<file path="config.mk">
export PLATFORM = sky130hd
export DESIGN_NAME = iram_loader
export DESIGN_NICKNAME = d
export VERILOG_FILES = /design/src/rtl/loader_pkg.sv /design/src/rtl/nibble_packer.sv /design/src/rtl/iram_loader.sv
export SDC_FILE = /design/constraint.sdc
export NUM_CORES = 1
export LEC_CHECK = 0
export CELL_PAD_IN_SITES_DETAIL_PLACEMENT = 1
export CELL_PAD_IN_SITES_GLOBAL_PLACEMENT = 1
export CORE_ASPECT_RATIO = 1.75
export CORE_MARGIN = 2
export CORE_UTILIZATION = 40
export CTS_BUF_LIST = sky130_fd_sc_hd__clkbuf_4 sky130_fd_sc_hd__clkbuf_8
export DETAILED_ROUTE_END_ITERATION = 6
export PLACE_DENSITY = 0.86
export SKIP_CTS_REPAIR_TIMING = 1
export SYNTH_ARGS = -nofsm -noshare
export SYNTH_HDL_FRONTEND = slang
export SYNTH_SLANG_ARGS = --single-unit
</file>
<file path="constraint.sdc">
create_clock -name clk -period 2.5 [get_ports clk]
set_clock_uncertainty 0.2 [all_clocks]
set_input_delay 0.25 -clock clk [delete_from_list [all_inputs] [get_ports clk]]
set_output_delay 0.25 -clock clk [all_outputs]
set_load 0.005 [all_outputs]
</file>
<file path="src/rtl/loader_pkg.sv">
// ---------------------------------------------------------------------------
// loader_pkg : shared state encoding and terminator word for the IRAM loader
// Rev 1.0
// ---------------------------------------------------------------------------
`default_nettype none

package loader_pkg;

  typedef enum logic [1:0] {
    ST_IDLE    = 2'd0,
    ST_COLLECT = 2'd1,
    ST_WRITE   = 2'd2,
    ST_DONE    = 2'd3
  } state_t;

  localparam logic [15:0] C_END_WORD = 16'hFFFF;

endpackage

`default_nettype wire

</file>
<file path="src/rtl/nibble_packer.sv">
// ---------------------------------------------------------------------------
// nibble_packer : MSB-first nibble shift register with a wrap-around counter
// Rev 1.0
// ---------------------------------------------------------------------------
`default_nettype none

module nibble_packer #(
  parameter int DATA_W = 16,
  parameter int NIB_W  = 4
) (
  input  logic              clk,
  input  logic              reset,
  input  logic              clear,
  input  logic              shift_en,
  input  logic [NIB_W-1:0]  nib_in,
  output logic [DATA_W-1:0] word,
  output logic              word_full
);

  localparam int C_NIBS = DATA_W / NIB_W;
  localparam int C_CNT_W = (C_NIBS > 1) ? $clog2(C_NIBS) : 1;

  logic [DATA_W-1:0]  r_shift;
  logic [C_CNT_W-1:0] r_cnt;
  logic [DATA_W-1:0]  w_word;

  // Exposes the word as it will look once the current nibble is shifted in,
  // so the loader can act on the completing nibble in the same cycle.
  assign w_word    = {r_shift[DATA_W-NIB_W-1:0], nib_in};
  assign word      = w_word;
  assign word_full = shift_en && (r_cnt == C_CNT_W'(C_NIBS - 1));

  always_ff @(posedge clk or posedge reset) begin
    if (reset) begin
      r_shift <= '0;
      r_cnt   <= '0;
    end else if (clear) begin
      r_shift <= '0;
      r_cnt   <= '0;
    end else if (shift_en) begin
      r_shift <= w_word;
      r_cnt   <= word_full ? '0 : r_cnt + C_CNT_W'(1);
    end
  end

endmodule

`default_nettype wire

</file>
<file path="src/rtl/iram_loader.sv">
// ---------------------------------------------------------------------------
// iram_loader : assembles switch nibbles into words and boot-loads the IRAM
// Rev 1.0
// ---------------------------------------------------------------------------
`default_nettype none

module iram_loader
  import loader_pkg::*;
#(
  parameter int                DATA_W   = 16,
  parameter int                ADDR_W   = 16,
  parameter int                NIB_W    = 4,
  parameter int                DEPTH    = 256,
  parameter logic [DATA_W-1:0] END_WORD = DATA_W'(C_END_WORD)
) (
  input  logic              clk,
  input  logic              reset,
  input  logic              start_load,
  input  logic [NIB_W-1:0]  nib_in,
  input  logic              nib_valid,
  output logic              nib_ready,
  output logic              mem_wr_en,
  output logic [ADDR_W-1:0] mem_addr,
  output logic [DATA_W-1:0] mem_wdata,
  output logic              core_run,
  output logic [ADDR_W-1:0] word_count,
  output logic              overflow
);

  state_t            r_state;
  state_t            w_next;
  logic [ADDR_W-1:0] r_addr;
  logic [ADDR_W-1:0] r_count;
  logic [DATA_W-1:0] r_wdata;
  logic              r_ovf;

  logic              w_ready;
  logic              w_accept;
  logic              w_clear;
  logic [DATA_W-1:0] w_word;
  logic              w_word_full;
  logic              w_is_end;
  logic [ADDR_W:0]   w_addr_inc;
  logic              w_at_depth;

  assign w_ready    = (r_state == ST_COLLECT);
  assign w_accept   = nib_valid && w_ready;
  assign w_clear    = start_load && ((r_state == ST_IDLE) || (r_state == ST_DONE));
  assign w_is_end   = (w_word == END_WORD);
  // One extra bit so DEPTH == 2**ADDR_W is still detected.
  assign w_addr_inc = {1'b0, r_addr} + (ADDR_W + 1)'(1);
  assign w_at_depth = (w_addr_inc == (ADDR_W + 1)'(DEPTH));

  nibble_packer #(
    .DATA_W (DATA_W),
    .NIB_W  (NIB_W)
  ) u_packer (
    .clk       (clk),
    .reset     (reset),
    .clear     (w_clear),
    .shift_en  (w_accept),
    .nib_in    (nib_in),
    .word      (w_word),
    .word_full (w_word_full)
  );

  always_ff @(posedge clk or posedge reset) begin
    if (reset) begin
      r_state <= ST_IDLE;
    end else begin
      r_state <= w_next;
    end
  end

  always_comb begin
    w_next = r_state;
    case (r_state)
      ST_IDLE:    if (start_load) w_next = ST_COLLECT;
      ST_COLLECT: if (w_word_full) w_next = w_is_end ? ST_DONE : ST_WRITE;
      ST_WRITE:   w_next = w_at_depth ? ST_DONE : ST_COLLECT;
      ST_DONE:    if (start_load) w_next = ST_COLLECT;
      default:    w_next = ST_IDLE;
    endcase
  end

  always_ff @(posedge clk or posedge reset) begin
    if (reset) begin
      r_addr  <= '0;
      r_count <= '0;
      r_wdata <= '0;
      r_ovf   <= 1'b0;
    end else begin
      if (w_clear) begin
        r_addr  <= '0;
        r_count <= '0;
        r_ovf   <= 1'b0;
      end
      if (w_word_full && !w_is_end) begin
        r_wdata <= w_word;
      end
      if (r_state == ST_WRITE) begin
        r_addr  <= w_addr_inc[ADDR_W-1:0];
        r_count <= r_count + ADDR_W'(1);
        if (w_at_depth) r_ovf <= 1'b1;
      end
    end
  end

  assign nib_ready  = w_ready;
  assign mem_wr_en  = (r_state == ST_WRITE);
  assign core_run   = (r_state == ST_DONE);
  assign mem_addr   = r_addr;
  assign mem_wdata  = r_wdata;
  assign word_count = r_count;
  assign overflow   = r_ovf;

endmodule

`default_nettype wire

</file>
==> results of run 1 <==
[worst reg2reg max path, delay by kind of cell, from the launching register on]
kind	cells	cell delay, ns
AND/OR/NAND/NOR	3	0.93
adder cells (fa/ha/maj)	1	0.32
AO/OA/AOI/OAI	2	0.34
flip-flops	1	0.47
[cells by family (layout without fill, tap and decap cells)]
group,count (synthesis),in the layout,synth area share [%]
AOI/OAI and AO/OA,59,59,10.47
xor gates and xnor gates,12,12,3.173
adders and majority gates,8,8,3.022
buffers and inverters,24,89,3.060
DFF,65,65,49.11
muxes,28,28,9.029
and+or+nand+nor,141,141,22.14
[state kept, by name, summed over array words and instances, names as in the netlist]
signal            count
mem_addr             16
overflow              1
u_packer.r_cnt        2
u_packer.r_shift     12
mem_wdata            16
word_count           16
r_state               2
[power by group through the flow]
stage,logic [mW],registers [mW],clock network (mW)
4_1_cts,0.960,1.37,1.01
6_report,0.969,1.37,0.988
3_5_place_dp,0.945,1.39,0
3_3_place_gp,0.901,1.38,0
5_1_grt,1.09,1.39,1.05
2_1_floorplan,0.581,1.34,0
[stage by stage]
| step | setup WS [ns] | instances | utilization (%) | TNS, ns |
|---|---|---|---|---|
| after global placement | 0.04842 | 476 | 50.39 | 0 |
| after CTS | -0.1004 | 492 | 53.08 | -0.1004 |
| final | 0.1241 | 492 | 53.60 | 0 |
| after floorplan | 0.3722 | 337 | - | 0 |
| after global routing | 0.02740 | 492 | 53.60 | 0 |
| after detailed placement | -0.007584 | 476 | 50.39 | -0.01911 |
[final cells by class]
class | count | area, sq um
Sequential cell | 65 | 1628
Multi-Input combinational cell | 248 | 1612
Clock buffer | 10 | 131.4
Timing Repair Buffer | 68 | 683.2
Clock inverter | 6 | 82.58
Inverter | 5 | 18.77
Fill cell | 886 | 3695
Tap cell | 90 | 112.6
[routing by layer]
metal  wire length, microns  up-vias  track usage [%]  part of all wire, %
met4                    167        0            7.952                  1.9
met5                      0        -                0                    0
met3                    215       11            3.641                  2.5
li1                       -     1310                -                    -
met1                   3465     1401            22.79                   40
met2                   4903       42            37.27                   56
[synth_stat cells (2+ instances only)]
cell type	count	area, sq um
a21oi_1	22	110.1
a22o_1	3	26.28
a31oi_1	3	18.77
and3_1	5	31.28
and4_1	2	17.52
buf_2	6	30.03
clkbuf_1	12	45.04
dfrtp_1	65	1627
ha_1	8	100.1
inv_1	5	18.77
mux2_1	3	33.78
mux2_2	12	135.1
mux2i_1	13	130.1
nand2_1	69	259.0
nand3_1	16	80.08
nand3_2	2	20.02
nand4_1	11	68.82
nor2_1	8	30.03
nor2b_1	5	31.28
nor3_1	6	30.03
nor4_1	2	12.51
nor4_2	2	25.02
o21ai_0	19	95.09
o22a_1	2	17.52
xnor2_1	8	70.07
xor2_1	4	35.03
[how the worst min path moves through the flow]
stage	endpoint	depth (start not counted)	slack, ns	start
6_report	mem_wdata[15]	3	0.09	reset
5_1_grt	mem_wdata[15]	3	0.12	reset
4_1_cts	mem_wdata[15]	3	0.10	reset
3_5_place_dp	mem_wdata[7]	1	0.28	mem_wdata[7]
3_3_place_gp	mem_wdata[7]	1	0.27	mem_wdata[7]
2_1_floorplan	u_packer.r_shift[0]	2	0.18	nib_in[0]
==> qor.yml, run 1 <==
run_status:
  outcome: "complete, no violations"
synth:
  synthesis.instances: 337
  synth_edf_count: 0
  ys_seq_elements: 65
  ys_warn_count: 0
  asyncSetResetFlopFracSynth_pct: 100.0
  proportion_of_synthesized_chip_area_in_sequential_cells_pct: 49.11
  synth_nets: 353
  netlist_area_sq_um: 3312
  ys_dominant_reg_cell: "dfrtp_1"
  netlist-cell-type-count: 50
  synth_area_per_cell_sq_um: 9.828
detailed_routing:
  post-route-drc-count: 0
  dr.pass1.iters: 4
  via_count: 2764
  wirelength_microns: 8752
  average_routed_wire_per_standard_cell_microns: 17.79
  route.antenna.remaining_nets: 0
  detail_route.iter0.violations: 88
  detail_route.vias_per_cell: 5.618
floorplan:
  ios: 60
  core-area_sq_um: 7963
  floorplan.die.height_microns: 124.4
  die_x_microns: 72.79
  floorplan.initialDensity_pct: 41.59
  core.rowCount: 43
  fp.dieArea_sq_um: 9052
critical_path:
  r2r_start: "mem_addr[1]"
  r2r_slack_ns: 0.17
  crit_type: "reg2out"
  cp.required_ns: 2.05
  worst_reg2reg_endpoint: "r_state[1]"
  worst-r2r-cell-count: 6
  setup.worst_path.start: "r_state[0]"
  critical_path.n_buffers_inverters: 3
  timing.critical_path.slowest_stage_cell: "clkdlybuf4s50_1"
  critPathTopFamily: "buffers and inverters"
  crit_path_cell_trace: "inv_1 > ha_2 > buf_12 > clkdlybuf4s50_1"
  critical-path-max-stage-delay_ns: 0.56
  critical_path_depth: 4
  worst_ep_arrival_time_ns: 1.93
  highest_fanout_seen_on_the_critical_path: 31
  critical_path.startpoint_type: "register"
  worstSetupEndpoint: "mem_wr_en"
  endpoint_kind: "output port"
pwr:
  total_leakage_power_nw: 1.825
  p_sw_share_pct: 34.05
  max-vdd-ir-drop_mv: 0.3764
  clock_network_fraction_of_design_power_pct: 29.7
  combinationalPowerShare_pct: 29.1
  power.density_nw_per_um2: 779.7
  p_seq_share_pct: 41.2
  power.switching_mw: 1.133
  cellInternalPower_mw: 2.194
  report.power.total_mw: 3.328
clock_tree:
  cts-htree-levels: 3
  clk_pin_slew_worst_paths_ns: 0.07
  cts_num_sinks: 65
  clockRootBuffer: "clkbuf_8"
  clock_insertion_delay_worst_skew_ns: 0.35
  cts_buffer_depth: 2
  tritoncts.num_buffers: 9
  cts_tree: "yes"
placed_design:
  gp_routability_congestion: 0.7975
  post_dp_cell_area_sq_um: 4013
  place_hpwl_microns: 6290
  port_buffers: 59
global_route:
  maximum_number_of_pins_on_one_net_before_global_route_repair: 66
  grt_first_pass_wirelength_microns: 14570
  global_route.overflow_total: 0
  antenna_found_initial: 0
  via_count_of_the_first_global_routing_pass: 2944
  gr-usage-all-layers_pct: 20.51
timing:
  finalSetupViolCount: 0
  max_freq_mhz: 420.9
  final_min_period_over_clock_period_pct: 95.04
  timing_worst_slew_pin_value_ns: 0.7659
  finalHoldViolations: 0
  worst_slew_margin_rel_pct: 48.47
  final_max_slew_viol_count: 0
  period_needed_ns: 2.376
  hold_ws_ns: 0.08827
  rsz0062_at_grt: "no"
finish:
  final_layout_size_suffix_gt1_share_pct: 13.68
  layout_common_cells: "69 x nand2_1, 64 x dfrtp_1, 59 x clkdlybuf4s50_1, 22 x a21oi_1, 19 x o21ai_0"
  final_area_sq_um: 4268
  diodes: 0
  layout.nets: 413
  area.growth.synth_to_final_pct: 28.86
  layout.cells.most_common: "nand2_1"
run:
  drv.max_cap_violation_count: 0
min_path:
  min-delay-path-class: "in2async"
(Power assumes the default switching activity.)
==> inputs of run 2 (changes only) <==
--- a/config.mk
+++ b/config.mk
@@ -12,6 +12,7 @@
 export CORE_UTILIZATION = 40
 export CTS_BUF_LIST = sky130_fd_sc_hd__clkbuf_4 sky130_fd_sc_hd__clkbuf_8
 export DETAILED_ROUTE_END_ITERATION = 6
+export MAX_ROUTING_LAYER = met4
 export PLACE_DENSITY = 0.86
 export SKIP_CTS_REPAIR_TIMING = 1
 export SYNTH_ARGS = -nofsm -noshare
==> qor.yml, run 2 (synthesis results as in run 1) <==
run_status:
  outcome: "complete, no violations"
finish:
  area.growth.synth_to_final_pct: 28.86
  layout_common_cells: "69 x nand2_1, 64 x dfrtp_1, 59 x clkdlybuf4s50_1, 22 x a21oi_1, 19 x o21ai_0"
  diodes: 0
  post_layout_nonfiller_instances: 492
  layout.nets: 413
  final_layout_size_suffix_gt1_share_pct: 13.68
  layout.cells.most_common: "nand2_1"
placed_design:
  gp_routability_congestion: 0.8089
  place.detailed.instances: 476
  place_hpwl_microns: 6290
  port_buffers: 59
timing:
  finalSetupViolCount: 0
  max_freq_mhz: 420.0
  finalHoldViolations: 0
  hold_ws_ns: 0.08658
  final_max_slew_viol_count: 0
  worst_slew_margin_rel_pct: 48.28
  timing_worst_slew_pin_value_ns: 0.7688
  period_needed_ns: 2.381
  rsz0062_at_grt: "no"
  final_min_period_over_clock_period_pct: 95.25
critical_path:
  critical_path_depth: 4
  highest_fanout_seen_on_the_critical_path: 31
  critical_path.startpoint_type: "register"
  cp.required_ns: 2.05
  critPathTopFamily: "buffers and inverters"
  crit_path_cell_trace: "inv_1 > ha_2 > buf_12 > clkdlybuf4s50_1"
  timing.critical_path.slowest_stage_cell: "clkdlybuf4s50_1"
  critical_path.n_buffers_inverters: 3
  worst_ep_arrival_time_ns: 1.93
  worst-r2r-cell-count: 6
  endpoint_kind: "output port"
  critical-path-max-stage-delay_ns: 0.56
  crit_type: "reg2out"
floorplan:
  fp.dieArea_sq_um: 9052
  die_x_microns: 72.79
  core-area_sq_um: 7963
  core.rowCount: 43
  ios: 60
  floorplan.initialDensity_pct: 41.59
  floorplan.die.height_microns: 124.4
clock_tree:
  cts_num_sinks: 65
  tritoncts.num_buffers: 9
  clock_insertion_delay_worst_skew_ns: 0.35
  clockRootBuffer: "clkbuf_8"
  cts_buffer_depth: 2
  cts-htree-levels: 3
  clk_pin_slew_worst_paths_ns: 0.07
  cts_tree: "yes"
global_route:
  via_count_of_the_first_global_routing_pass: 2948
  global_route.overflow_total: 0
  maximum_number_of_pins_on_one_net_before_global_route_repair: 66
  antenna_found_initial: 0
  gr-usage-all-layers_pct: 21.07
  grt_first_pass_wirelength_microns: 14550
detailed_routing:
  wirelength_microns: 8770
  detail_route.iter0.violations: 103
  route.antenna.remaining_nets: 0
  average_routed_wire_per_standard_cell_microns: 17.83
  via_count: 2779
  post-route-drc-count: 0
  dr.pass1.iters: 4
  detail_route.vias_per_cell: 5.648
min_path:
  min-delay-path-class: "in2async"
pwr:
  total_leakage_power_nw: 1.825
  max-vdd-ir-drop_mv: 0.3783
  power.density_nw_per_um2: 780.2
run:
  drv.max_cap_violation_count: 0
-- run 2: path summary, 6_finish.rpt --
check | startpoint | endpoint | slack [ns]
min | reset | mem_wdata[15] | 0.09
min reg2reg | mem_wdata[7] | mem_wdata[7] | 0.29
max in group asynchronous | reset | mem_addr[0] | 1.71
max reg2reg | mem_addr[1] | r_state[1] | 0.16
max | r_state[0] | mem_wr_en | 0.12
min in group clk | mem_wdata[7] | mem_wdata[7] | 0.29
-- run 2: through the flow --
step / power [mW] / TNS, ns / util, % / cell area [sq um] / setup WS, ns
6_report: 3.330 / 0 / 53.60 / 4268 / 0.1188
5_1_grt: 3.540 / 0 / 53.60 / 4268 / 0.02962
4_1_cts: 3.340 / -0.1004 / 53.08 / 4227 / -0.1004
3_5_place_dp: 2.335 / -0.01911 / 50.39 / 4013 / -0.007584
3_3_place_gp: 2.279 / 0 / 50.39 / 4013 / 0.04842
2_1_floorplan: 1.924 / 0 / - / 3312 / 0.3722
-- run 2: power breakdown --
group / switching [mW] / internal, mW
registers: 0.169 / 1.20
clock network: 0.420 / 0.567
logic: 0.546 / 0.425
total: 1.14 / 2.19
-- run 2: layout make-up --
type                       instances  area, sq um
fill                             886         3695
sequential                        65         1628
multi-input combinational        248         1612
timing repair buffer              68        683.2
clock buffer                      10        131.4
tap                               90        112.6
clock inverter                     6        82.58
inverter                           5        18.77
-- run 2: metal layers --
layer | share of wire, % | wire length [microns] | global-route usage (%)
met1 | 40 | 3530 | 22.74
met2 | 56 | 4870 | 37.43
met4 | 1.9 | 167 | 7.952
met3 | 2.3 | 201 | 3.479
met5 | 0 | 0 | -
-- run 2: worst min-delay path: cells and delay by family --
| family | cells | cell delay [ns] |
|---|---|---|
| buffers and inverters | 3 | 0.78 |
